==> config.mk <==
export PLATFORM = sky130hd
export DESIGN_NAME = operand_forward_unit
export DESIGN_NICKNAME = d
export VERILOG_FILES = /design/src/rtl/mips16_pkg.sv /design/src/rtl/fwd_sel_compare.sv /design/src/rtl/operand_forward_unit.sv
export SDC_FILE = /design/constraint.sdc
export NUM_CORES = 1
export LEC_CHECK = 0
export BUFFER_PORTS_ARGS = -buffer_cell sky130_fd_sc_hd__buf_2
export CAP_MARGIN = 5
export CORE_MARGIN = 2
export CORE_UTILIZATION = 30
export CTS_CLUSTER_SIZE = 16
export DETAILED_ROUTE_END_ITERATION = 8
export SLEW_MARGIN = 0
export SYNTH_ARGS = -nofsm -noshare
export SYNTH_HDL_FRONTEND = slang
export SYNTH_HIERARCHICAL = 1
export SYNTH_SLANG_ARGS = --single-unit
==> constraint.sdc <==
create_clock -name clk -period 2 [get_ports clk]
set_clock_uncertainty 0.05 [all_clocks]
set_input_delay 0.3 -clock clk [delete_from_list [all_inputs] [get_ports clk]]
set_output_delay 0.3 -clock clk [all_outputs]
set_load 0.01 [all_outputs]
==> src/rtl/mips16_pkg.sv <==
// Shared constants and types for the mips16 decode/forwarding slice.
// Stage records describe one in-flight instruction as seen by forwarding.
package mips16_pkg;

    localparam int DW           = 16;
    localparam int AW           = 5;
    localparam int SINK_REG_DEF = 31;

    // Operand mux source select, numbered by producer age (1 = youngest).
    typedef enum logic [1:0] {
        SEL_REG = 2'b00,
        SEL_EX  = 2'b01,
        SEL_DM  = 2'b10,
        SEL_WB  = 2'b11
    } fwd_sel_e;

    typedef struct packed {
        logic [AW-1:0] dst;
        logic          wr;
        logic          ld;
    } stage_t;

    localparam stage_t BUBBLE = '{dst: '0, wr: 1'b0, ld: 1'b0};

endpackage

==> src/rtl/fwd_sel_compare.sv <==
// Picks the forwarding source for one operand from the three older stages.
// Optional ZERO_REG_EN: source register 0 never forwards.
module fwd_sel_compare
    import mips16_pkg::*;
#(
    parameter int AW = mips16_pkg::AW
) (
    input  logic [AW-1:0] src,
    input  stage_t        s1,
    input  stage_t        s2,
    input  stage_t        s3,
    output logic [1:0]    sel
);

    // Youngest producer wins, so the chain tests s1 first.
    always_comb begin
        sel = SEL_REG;
        if (s1.wr && (s1.dst == src)) begin
            sel = SEL_EX;
        end else if (s2.wr && (s2.dst == src)) begin
            sel = SEL_DM;
        end else if (s3.wr && (s3.dst == src)) begin
            sel = SEL_WB;
        end
`ifdef ZERO_REG_EN
        if (src == '0) begin
            sel = SEL_REG;
        end
`endif
    end

endmodule

==> src/rtl/operand_forward_unit.sv <==
// Decode-side forwarding/hazard control feeding Register_Bank_Block.
// Optional ZERO_REG_EN: R0 is hardwired zero (never written, forwarded or stalled on).
module operand_forward_unit
    import mips16_pkg::*;
#(
    parameter int DW       = mips16_pkg::DW,
    parameter int AW       = mips16_pkg::AW,
    parameter int SINK_REG = mips16_pkg::SINK_REG_DEF
) (
    input  logic          clk,
    input  logic          rst_n,
    input  logic          in_valid,
    input  logic [AW-1:0] src_a,
    input  logic [AW-1:0] src_b,
    input  logic [AW-1:0] dst,
    input  logic          wr_reg,
    input  logic          is_load,
    input  logic          use_imm,
    input  logic [DW-1:0] imm_in,
    output logic          stall,
    output logic [AW-1:0] RA,
    output logic [AW-1:0] RB,
    output logic [1:0]    mux_sel_A,
    output logic [1:0]    mux_sel_B,
    output logic [DW-1:0] imm,
    output logic          imm_sel,
    output logic [AW-1:0] RW_dm
);

    localparam logic [AW-1:0] SINK_ADDR = AW'(SINK_REG);

    stage_t     s1, s2, s3;
    logic [1:0] sel_a_next, sel_b_next;
    logic       id_wr;
    logic       issue;

`ifdef ZERO_REG_EN
    assign id_wr = wr_reg && (dst != '0);
`else
    assign id_wr = wr_reg;
`endif

    assign RA    = src_a;
    assign RB    = src_b;
    assign RW_dm = s3.wr ? s3.dst : SINK_ADDR;
    assign issue = in_valid && !stall;

    // A load in s1 cannot be forwarded yet; a consumer must wait one cycle.
    always_comb begin
        stall = 1'b0;
        if (in_valid && s1.wr && s1.ld) begin
            if ((src_a == s1.dst) || (!use_imm && (src_b == s1.dst))) begin
                stall = 1'b1;
            end
        end
    end

    fwd_sel_compare #(.AW(AW)) u_sel_a (
        .src (src_a),
        .s1  (s1),
        .s2  (s2),
        .s3  (s3),
        .sel (sel_a_next)
    );

    fwd_sel_compare #(.AW(AW)) u_sel_b (
        .src (src_b),
        .s1  (s1),
        .s2  (s2),
        .s3  (s3),
        .sel (sel_b_next)
    );

    // Selects and immediate are registered so they line up with the bank's AR/BR in EX.
    always_ff @(posedge clk) begin
        if (!rst_n) begin
            s1        <= BUBBLE;
            s2        <= BUBBLE;
            s3        <= BUBBLE;
            mux_sel_A <= SEL_REG;
            mux_sel_B <= SEL_REG;
            imm       <= '0;
            imm_sel   <= 1'b0;
        end else begin
            s3 <= s2;
            s2 <= s1;
            if (issue) begin
                s1        <= '{dst: dst, wr: id_wr, ld: is_load};
                mux_sel_A <= sel_a_next;
                mux_sel_B <= sel_b_next;
                imm       <= imm_in;
                imm_sel   <= use_imm;
            end else begin
                s1        <= BUBBLE;
                mux_sel_A <= SEL_REG;
                mux_sel_B <= SEL_REG;
                imm       <= '0;
                imm_sel   <= 1'b0;
            end
        end
    end

endmodule

After elaboration in Yosys (flattened, before gate mapping) --
Cells that the tools add are included.
Storage, ports and cells: output and inout bits 37, input bits 37, logic and storage cells 48, register bits 40
Cells by class: mux-type cells 9, equal/unequal tests 8, bitwise operators 2, reduce and logical (&&, ||, !) cells 16
Operator list (count):
- $eq A5 B5 Y1 | 8
- $logic_and A1 B1 Y1 | 10
- $mux W2 | 4
- $reduce_or A3 Y1 | 2
- $mux W5 | 1
- $mux W1 | 4
- $logic_not A1 Y1 | 2
- $not A1 Y1 | 2
- $reduce_and A2 Y1 | 1
- $logic_or A1 B1 Y1 | 1

Longest topological paths before layout --
Gate-level depths: netlist (run 1).
word-level depth 9, depth in mapped cells 6, gate-level depth less buffers 6

Cells and area by module --
Netlist (run 1), hierarchy kept.
Modules (own cells, without submodules):
- operand_forward_unit | area an instance 1467.7 µm², cells an instance 154, times used 1, seq. area each 840.8 µm²
- fwd_sel_compare | area an instance 196.4 µm², cells an instance 24, times used 2, seq. area each 0.0 µm²

Worst setup path after synthesis (run 1) --
Ideal clock, no wire load.
path kind register to output, start reg s1[6] (netlist name), end out stall, arrival 1.516 ns, slack 0.134 ns, buffers on the path 1, stages on the path, launching flop included 6, data required time 1.650 ns, cells stage by stage dfxtp_1 -> xor2_1 -> or4_1 -> nor4_2 -> buf_4 -> or2_1
Between the ends: longest elaborated chain between the ends 5
RTL lines:
- $eq A5 B5 Y1 | line operand_forward_unit.sv:52 | if ((src_a == s1.dst) || (!use_imm && (src_b == s1.dst))) begin
- $logic_and A1 B1 Y1 | line operand_forward_unit.sv:52
- $logic_or A1 B1 Y1 * | line operand_forward_unit.sv:52
- $mux W1 * | line operand_forward_unit.sv:52
- $mux W1 * | line operand_forward_unit.sv:51 | if (in_valid && s1.wr && s1.ld) begin
- to (decl) | line operand_forward_unit.sv:20 | output logic stall,
Every way passes the cells marked *; elsewhere a longest branch is shown, timed or not.

Worst setup path after layout (run 1) --
start reg s1[3] (netlist name), end out stall
Between the ends: longest elaborated chain between the ends 5
RTL lines (line):
- $eq A5 B5 Y1 | operand_forward_unit.sv:52
- $logic_and A1 B1 Y1 | operand_forward_unit.sv:52
- $logic_or A1 B1 Y1 * | operand_forward_unit.sv:52
- $mux W1 * | operand_forward_unit.sv:52
- $mux W1 * | operand_forward_unit.sv:51
Marked as above.

==> run summary, run 1 <==
Max Freq: 0.481 GHz
Synth warn: 6
Initial Util: 30.7%
Share of cells above drive strength 1: 36.0%
Routed wire length: 4250 microns
Final Cell Area: 2330 sq um
Clk Latency, worst-skew pair: 0.29 ns
Status: complete, but fails checks
Final Util: 39.6%
Ports: 74
Hold/Removal Path Class: in2reg
Initial DRC Count: 46
Area of the core: 5890 sq um
IO buf count: 73
Placed Instances: 334
Die Wd: 81.6 microns
Die Y: 81.6 microns
Post-route ant nets: 0
Final Non-Filler Cells: 342
Total power: 1.68 mW
Mapped Nets: 235
Nets: 303
Unrepaired setup endpoints after global routing: true
Crit-path max FO: 5
Vias in the first global route: 1373
Worst slew pin tran: 0.305 ns
Sink Count: 40
Max clock buf depth: 2
CTS hold repair buffers: 0
Setup TNS Final: -0.0794 ns
Wire per inst: 12.4 microns
Pin count of the biggest net entering global routing: 29
Setup crit start kind: flop
CP Class: reg2out
Clock transition at path regs: 0.08 ns
Vias: 1483
Critical Path End Type: output pin
Worst path max stage delay: 0.49 ns
CP max-delay cell: or4_4
Min Hold Slack: 0.169 ns
# setup viols final: 1
Gpl congestion: 0.780
Worst path arrival time: 1.73 ns
Mapped Area: 1810 sq um
Ant diodes: 0
TritonCTS Buffers: 5
Setup WS pre-CTS: 0.0782 ns
Die footprint: 6660 sq um
Pleak: 1.11 nW
H-Tree Depth: 2
Synthesis-to-layout area growth: 29.1%
Post-Syn Instances: 198
Post-route DRC: 0
CP Data Required Time: 1.65 ns
Slew margin rel.: 79.5%
Avg Cell Area, Syn: 9.13 sq um
Failing checks: setup timing
CTS tree: built
Final Max Slew Viols: 0
Post-CTS setup buffers: 0
DP Wirelength: 3220 microns
Global-route wire length before repair: 6640 microns
Worst VDD drop: 540 uV
Clock Tree Root: clkbuf_8
PD cells: 719 nW/um^2
Placement row count: 28
Final Cycle Share: 104%
Final hold violations: 0
Dpl cell area: 2220 sq um
Total gr overflow: 0
Initial antenna violation count: 0
Setup ws final: -0.0794 ns
GRT Total Usage: 13.5%
Crit-path cells: xor2_1, or4_4, nor4_4, or2_1, buf_4
Drt first pass iters: 4
Final min period: 2.08 ns
Max-cap violations: 0
Vias per cell: 4.34
FF-to-FF setup slack: 0.20 ns
critical path, delay by kind of cell (launching register included):
kind,cells,cell delay (ns)
XOR/XNOR,1,0.16
buffers and inverters,1,0.12
flip-flops,1,0.37
AND/OR/NAND/NOR,3,0.79
what timing repair did:
item,in CTS,in global routing
gates cloned,0,0
hold endpoints to repair,0,0
endpoints found under the setup margin,1,1
pin swaps,0,1
gates resized for setup,2,2
registers in the layout (all words and copies together) (netlist names):
signal	flops
imm	16
imm_sel	1
s3	6
mux_sel_B	2
s2	6
mux_sel_A	2
s1	7
worst paths after layout:
check	start	to	cells past startpoint
min reg2reg	s2[2]	s3[2]	1
max reg2reg	s1[3]	s1[4]	5
min	imm_in[8]	imm[8]	3
max	s1[3]	stall	5
per-layer routing:
layer / part of all wire, % / GRT usage (%) / up-vias
li1: - / - / 772
met1: 49 / 17.8 / 653
met2: 43 / 20.3 / 48
met3: 6.5 / 5.05 / 10
met4: 1.6 / 4.50 / 0
met5: 0 / 0 / -
cell usage in the layout (no fill, tap or decap):
cell type / n
xnor2_1: 10
dfxtp_4: 1
a21boi_1: 2
buf_4: 9
nand4_1: 1
xor2_1: 30
buf_2: 72
and3_1: 2
or4_4: 1
nor3_2: 1
nor4_4: 1
nor4_1: 2
nand3_1: 8
nand2b_1: 5
clkinv_2: 1
or2_1: 1
and2_1: 13
o21ai_1: 2
clkbuf_1: 1
nor3_1: 28
bufinv_16: 1
clkbuf_8: 5
nor4_2: 4
nand2_1: 27
dfxtp_1: 39
where the power goes:
group          switching [mW]  internal [mW]  leakage (nW)  total (mW)
logic                   0.107         0.0957         0.727       0.202
clock network           0.270          0.370        0.0552       0.640
registers              0.0157          0.820         0.327       0.836
area by class of cell:
cell class | count | area, sq um
Fill cell | 654 | 3550
Clock buffer | 6 | 72.6
Multi-Input combinational cell | 138 | 900
Tap cell | 75 | 93.8
Timing Repair Buffer | 81 | 428
Sequential cell | 40 | 805
Clock inverter | 2 | 35.0
Power figures use the tool's default switching activity.
==> run 2, diff against run 1 <==
GPL_TIMING_DRIVEN = 0   (was default)
==> run 2 against run 1 <==
The flow still finishes with violations (setup timing); hold slack better by 0.0031 ns; via count rose by 4.9%; setup slack got worse by 0.16 ns; first-iteration DRC count grew 50%; sequential share of layout area fell by 1.1 points; global-route usage decreased by 0.079 points; clock power is 19% higher; utilization is 1.2 points higher; critical path type unchanged; critical endpoint unchanged; largest cell class unchanged.
==> run summary, run 2 (same netlist as run 1, synthesis figures left out) <==
Setup crit start: s1[6]
Hold/Removal Path Class: in2reg
Final hold violations: 0 (unchanged)
Final min period: 2.24 ns (+0.156 ns)
Initial Util: 30.7% (unchanged)
CP bufs+invs: 2 (+1)
Crit-path max FO: 5 (unchanged)
Worst slew pin tran: 0.462 ns (+0.157 ns)
Global-route wire length before repair: 6750 microns (+1.7%)
CP Class: reg2out
Synthesis-to-layout area growth: 33.0%
FF-to-FF setup slack: 0.14 ns (-0.06 ns)
Share of cells above drive strength 1: 36.9% (+0.96 points)
Slew margin rel.: 69.2% (-10 points)
Die footprint: 6660 sq um (unchanged)
CP Data Required Time: 1.65 ns (about the same)
Wire per inst: 12.1 microns (-2.6%)
Vias in the first global route: 1447 (+5.4%)
Status: complete, but fails checks
Gpl congestion: 0.746 (-4.4%)
Sink Count: 40 (unchanged)
Worst VDD drop: 384 uV (-29%)
Clock network power share: 42.2% (+4.0 points)
Final Util: 40.9% (+1.2 points)
Commonest non-fill, non-tap cell in the layout: buf_2
Setup ws final: -0.235 ns (-0.156 ns)
Unrepaired setup endpoints after global routing: true
Pin count of the biggest net entering global routing: 13 (-55%)
Delay-heaviest family, CP: simple AND/OR/NAND/NOR gates
Setup crit start kind: flop
Vias: 1555 (+4.9%)
Reg2Reg Capture Point: s1[6]
Crit path depth: 6 (+1)
Total power: 1.80 mW (+7.5%)
Max FFs per register: 16 (unchanged)
PD cells: 750 nW/um^2 (+4.3%)
H-Tree Depth: 2 (unchanged)
Pleak: 1.16 nW (+4.3%)
Register with the most flip-flops: imm
Ports: 74 (unchanged)
GR Util met2: 21.1% (+0.74 points)
Initial antenna violation count: 0 (unchanged)
# setup viols final: 1 (unchanged)
Critical Path End Type: output pin
Pint: 1.41 mW (+9.9%)
Clock Tree Root: clkbuf_8
Share of power burned in registers: 46.5% (-3.3 points)
Total gr overflow: 0 (unchanged)
R2R depth: 6 (+1)
CTS hold repair buffers: 0 (unchanged)
Final Cell Area: 2400 sq um (+3.1%)
Biggest regs: imm: 16 flops, s1: 7 flops
Max clock buf depth: 2 (unchanged)
Area of the core: 5890 sq um (unchanged)
Die Wd: 81.6 microns (unchanged)
Placement row count: 28 (unchanged)
Most Used Layer, Global Route: met2
Routing usage on met3: 4.18% (-0.88 points)
Final Cycle Share: 112% (+7.8 points)
Clk Latency, worst-skew pair: 0.29 ns (about the same)
Reg2Reg Launch Point: s1[6]
Max Freq: 0.447 GHz (-7.0%)
Vias per cell: 4.39 (+1.3%)
CTS tree: built
IO buf count: 73 (unchanged)
Clock transition at path regs: 0.07 ns (about the same)
Initial DRC Count: 69 (+50%)
Crit-path cells: xor2_1, or4_1, nor4_2, buf_4, or2_1, buf_2
Post-route ant nets: 0 (unchanged)
Final Max Slew Viols: 0 (unchanged)
Commonest non-fill, non-tap cells in the layout: 74 x buf_2, 38 x dfxtp_1, 30 x xor2_1
Dpl cell area: 2270 sq um (+2.3%)
Post-route DRC: 0 (unchanged)
Worst path max stage delay: 0.51 ns (+0.02 ns)
Sw Share: 21.7% (-1.7 points)
Setup WS pre-CTS: -0.101 ns (-0.179 ns)
CP max-delay cell: or4_1
TritonCTS Buffers: 5 (unchanged)
Nets: 316 (+4.3%)
Routed wire length: 4280 microns (+0.80%)
Drt first pass iters: 6 (+2)
NetSw: 0.391 mW (-0.43%)
Ant diodes: 0 (unchanged)
Worst Setup EP: stall
DP Wirelength: 3210 microns (-0.23%)
Die Y: 81.6 microns (unchanged)
Max-cap violations: 0 (unchanged)
Logic pwr share: 11.3% (-0.8 points)
Min Hold Slack: 0.172 ns (+0.00309 ns)
Failing checks: setup timing
Worst path arrival time: 1.89 ns (+0.16 ns)
Met1 Usage GRT: 17.9% (+0.099 points)
GRT Total Usage: 13.4% (-0.079 points)
==> run 2: changes by cell type in the layout (fill, tap and decap cells not counted), moves of 2 or more <==
cell / before / now
buf_1: 0 / 2
buf_2: 72 / 74
dfxtp_2: 0 / 2
buf_4: 9 / 13
clkbuf_2: 0 / 2
clkbuf_1: 1 / 3
==> run 2: cell type report <==
| type | count | area (sq um) |
|---|---|---|
| multi-input combinational | 138 | 882 |
| buffer | 19 | 116 |
| clock buffer | 5 | 68.8 |
| tap | 75 | 93.8 |
| fill | 614 | 3480 |
| clock inverter | 2 | 60.1 |
| timing repair buffer | 75 | 380 |
| sequential | 40 | 803 |
==> run 2: worst reg2reg max path, stage by stage (launching register included) <==
cell and delay (ns):
dfxtp_2 0.36, xor2_1 0.16, or4_1 0.51, nor4_2 0.20
buf_4 0.17, buf_4 0.21, nor3_1 0.09
==> run 2: timing repair <==
item                                    CTS  global route
gates resized for setup                   3             2
setup buffers                             1             1
endpoints found under the setup margin   11            11
gates cloned                              0             0
==> run 2: through the flow <==
stage	std cells	setup TNS, ns
CTS	354	-0.245
finish	354	-0.235
detailed placement	346	-0.567
floorplan	198	0
global placement	346	-0.125
global route	354	-0.353
==> run 2: worst min-delay path by stage <==
stage                     startpoint  endpoint  slack (ns)  cells past startpoint
after floorplan            imm_in[0]    imm[0]        0.37                      2
after global placement         s2[4]     s3[4]        0.46                      1
after detailed placement       s2[3]     s3[3]        0.47                      1
after CTS                     dst[4]     s1[6]        0.16                      3
after global routing      imm_in[13]   imm[13]        0.17                      3
final                         dst[1]     s1[3]        0.17                      3
==> run 2: power groups by stage <==
stage,Sequential (mW),Combinational (mW),Clock [mW]
detailed placement,0.856,0.205,0
global route,0.841,0.228,0.804
floorplan,0.861,0.103,0
finish,0.838,0.204,0.762
CTS,0.838,0.206,0.780
global placement,0.856,0.203,0
==> run 2: routing by layer <==
layer / wire length, microns / up-vias / share of wire (%)
met3: 272 / 6 / 6.4
li1: - / 797 / -
met5: 0 / - / 0
met2: 1910 / 47 / 45
met1: 2060 / 705 / 48
met4: 42 / 0 / 0.98
==> run 3, diff against run 2 <==
SYNTH_HIERARCHICAL = default   (was 1)
==> run 3 against run 2 <==
The flow now finishes without violations; die area fell by 8.8%; sequential power shrank 0.5%; final area decreased by 8.9%; first-iteration DRC count fell by 14%; routed wire length decreased by 24%; hold slack got worse by 0.015 ns; synthesized cell count down 23%.
==> run summary, run 3 <==
Status: finished, final reports clean
Clock transition at path regs: 0.07 ns (about the same)
Setup crit start kind: flop
Hold_sp: dst[1]
DP Wirelength: 2620 microns (-18%)
Routed wire length: 3260 microns (-24%)
Synth area leader: dfxtp_1
Vias per cell: 3.99 (-9.1%)
Reg2Reg Launch Point: s1[5]
Commonest cells in the netlist: 40 x dfxtp_1, 24 x xor2_1, 18 x and2_1, 15 x and2_4, 10 x buf_4
Reg2Reg Capture Point: imm[2]
Ant diodes: 0 (unchanged)
Sequential area share after synthesis: 48.8%
CTS tree: built
Setup crit start: s1[5]
Global-route wire length before repair: 5570 microns (-17%)
Post-route DRC: 0 (unchanged)
Max clock buf depth: 2 (unchanged)
Final Util: 42.1% (+1.2 points)
Hold/Removal Path Class: in2reg
Initial Util: 31.5% (+0.82 points)
Avg Cell Area, Syn: 10.8 sq um (+18%)
Clock network power share: 34.4% (-7.8 points)
Clk Latency, worst-skew pair: 0.28 ns (about the same)
PD cells: 715 nW/um^2 (-4.7%)
Register with the most flip-flops: imm
Logic pwr share: 12.3% (+1.0 points)
Final Max Slew Viols: 0 (unchanged)
Crit path depth: 6 (unchanged)
Post-Syn Instances: 152 (-23%)
IO buf count: 73 (unchanged)
NetSw: 0.357 mW (-8.6%)
#FFs+latches synth: 40
# setup viols final: 0 (-1)
CP max-delay cell: dfxtp_1
Setup ws final: 0.118 ns (+0.353 ns)
Min Hold Slack: 0.157 ns (-0.0147 ns)
Initial DRC Count: 59 (-14%)
Clock Tree Root: clkbuf_8
Die Y: 78.0 microns (-4.5%)
Worst slew pin tran: 0.347 ns (-0.115 ns)
Vias in the first global route: 1248 (-14%)
Setup TNS Final: 0 ns (+0.235 ns)
Die footprint: 6080 sq um (-8.8%)
Worst VDD drop: 405 uV (+5.5%)
FF-to-FF setup slack: 0.33 ns (+0.19 ns)
H-Tree Depth: 2 (unchanged)
Synth warn: 0 (-6)
Slew margin rel.: 76.9% (+7.6 points)
Total gr overflow: 0 (unchanged)
Routing usage on met3: 5.70% (+1.5 points)
Vias: 1210 (-22%)
Biggest regs: imm: 16 flops, s1: 7 flops
Max FFs per register: 16 (unchanged)
Total power: 1.56 mW (-13%)
Max Freq: 0.531 GHz (+19%)
Final min period: 1.88 ns (-0.353 ns)
Unrepaired setup endpoints after global routing: false
Wire per inst: 10.8 microns (-11%)
CP bufs+invs: 1 (-1)
Ports: 74 (unchanged)
Synthesis-to-layout area growth: 33.4%
Drt first pass iters: 2 (-4)
Fill count: 558 (-9.1%)
Initial antenna violation count: 0 (unchanged)
Post-route ant nets: 0 (unchanged)
CP Class: reg2out
R2R depth: 6 (unchanged)
Post-synthesis cell type count: 24
Worst path arrival time: 1.53 ns (-0.36 ns)
Max-cap violations: 0 (unchanged)
Met1 Usage GRT: 12.9% (-5.0 points)
Share of power burned in registers: 53.3% (+6.8 points)
Crit-path cells: xor2_1, nor3_2, nand3_2, o21ai_1, and2_1, buf_2
Critical Path End Type: output pin
Yosys top cell area share: 48.8%
GR Util met2: 19.7% (-1.3 points)
Pint: 1.21 mW (-15%)
Area of the core: 5200 sq um (-12%)
Placement row count: 26 (-7.1%)
Commonest non-fill, non-tap cells in the layout: 73 x buf_2, 40 x dfxtp_1, 24 x xor2_1
Mapped Nets: 189 (-20%)
TritonCTS Buffers: 5 (unchanged)
Worst path max stage delay: 0.33 ns (-0.18 ns)
Async set-reset flop share out of synthesis: 0%
Pleak: 1.08 nW (-7.0%)
Most frequent cell after synthesis: dfxtp_1
GRT Total Usage: 11.8% (-1.6 points)
Most Used Layer, Global Route: met2
Worst Setup EP: stall
Sink Count: 40 (unchanged)
Die Wd: 78.0 microns (-4.5%)
Final Cycle Share: 94.1% (-18 points)
Mapped Area: 1640 sq um (-9.2%)
Top FF cell, synth: dfxtp_1
Post-synth EDFFs: 0
Share of cells above drive strength 1: 49.4% (+12 points)
Gpl congestion: 0.700 (-6.2%)
Nets: 269 (-15%)
Final hold violations: 0 (unchanged)
CP Data Required Time: 1.65 ns (about the same)
Post-CTS setup buffers: 0 (-1)
Commonest non-fill, non-tap cell in the layout: buf_2
Delay-heaviest family, CP: simple AND/OR/NAND/NOR gates
Sw Share: 22.8% (+1.2 points)
Synth area leaders: dfxtp_1 49%, xor2_1 13%, and2_4 8.0%, and2_1 6.9%, buf_4 4.6%
Setup WS pre-CTS: 0.183 ns (+0.284 ns)
Pin count of the biggest net entering global routing: 12 (-1)
Crit-path max FO: 3 (-2)
run 3: logic make-up (layout without fill, tap and decap cells):
group                     after synthesis  in the layout  share of synthesized area (%)
AOI/OAI and AO/OA                       5              5                           2.67
and+or+nand+nor                        64             64                           26.4
xor gates and xnor gates               30             30                           16.0
buffers and inverters                  13             94                           6.17
DFF                                    40             40                           48.8
run 3: worst min path at each step:
stage / to / slack [ns] / depth (start not counted)
4_1_cts: imm[13] / 0.14 / 2
3_3_place_gp: s3[1] / 0.44 / 1
5_1_grt: s1[3] / 0.14 / 2
6_report: s1[3] / 0.16 / 2
2_1_floorplan: imm[13] / 0.37 / 1
3_5_place_dp: s3[1] / 0.45 / 1
run 3: layer usage:
layer	part of all wire [%]	vias to the layer above
met3	11	6
met2	46	53
met1	42	516
li1	-	635
met4	1.4	0
met5	0	-
run 3: final cells by class:
type | instances | area (sq um) | area share, %
Buffer | 13 | 101 | 4.63
Sequential cell | 40 | 801 | 36.6
Multi-Input combinational cell | 99 | 744 | 34.0
Clock buffer | 8 | 90.1 | 4.11
Timing Repair Buffer | 73 | 365 | 16.7
Tap cell | 70 | 87.6 | 4.00
run 3: power groups by stage:
stage	sequential (mW)	combinational, mW	clock, mW
floorplan	0.858	0.0988	0
global placement	0.851	0.192	0
detailed placement	0.852	0.194	0
CTS	0.834	0.195	0.567
global route	0.836	0.214	0.599
finish	0.834	0.192	0.539
run 3: what timing repair did:
action                                  in CTS  in global routing
hold buffers                                 0                  0
endpoints found under the setup margin       0                  1
gates resized for setup                      0                  2
run 3: through the flow:
stage | instance area [sq um] | std cells
CTS | 2180 | 303
finish | 2190 | 303
floorplan | 1640 | 152
global placement | 2090 | 295
global route | 2190 | 303
detailed placement | 2090 | 295
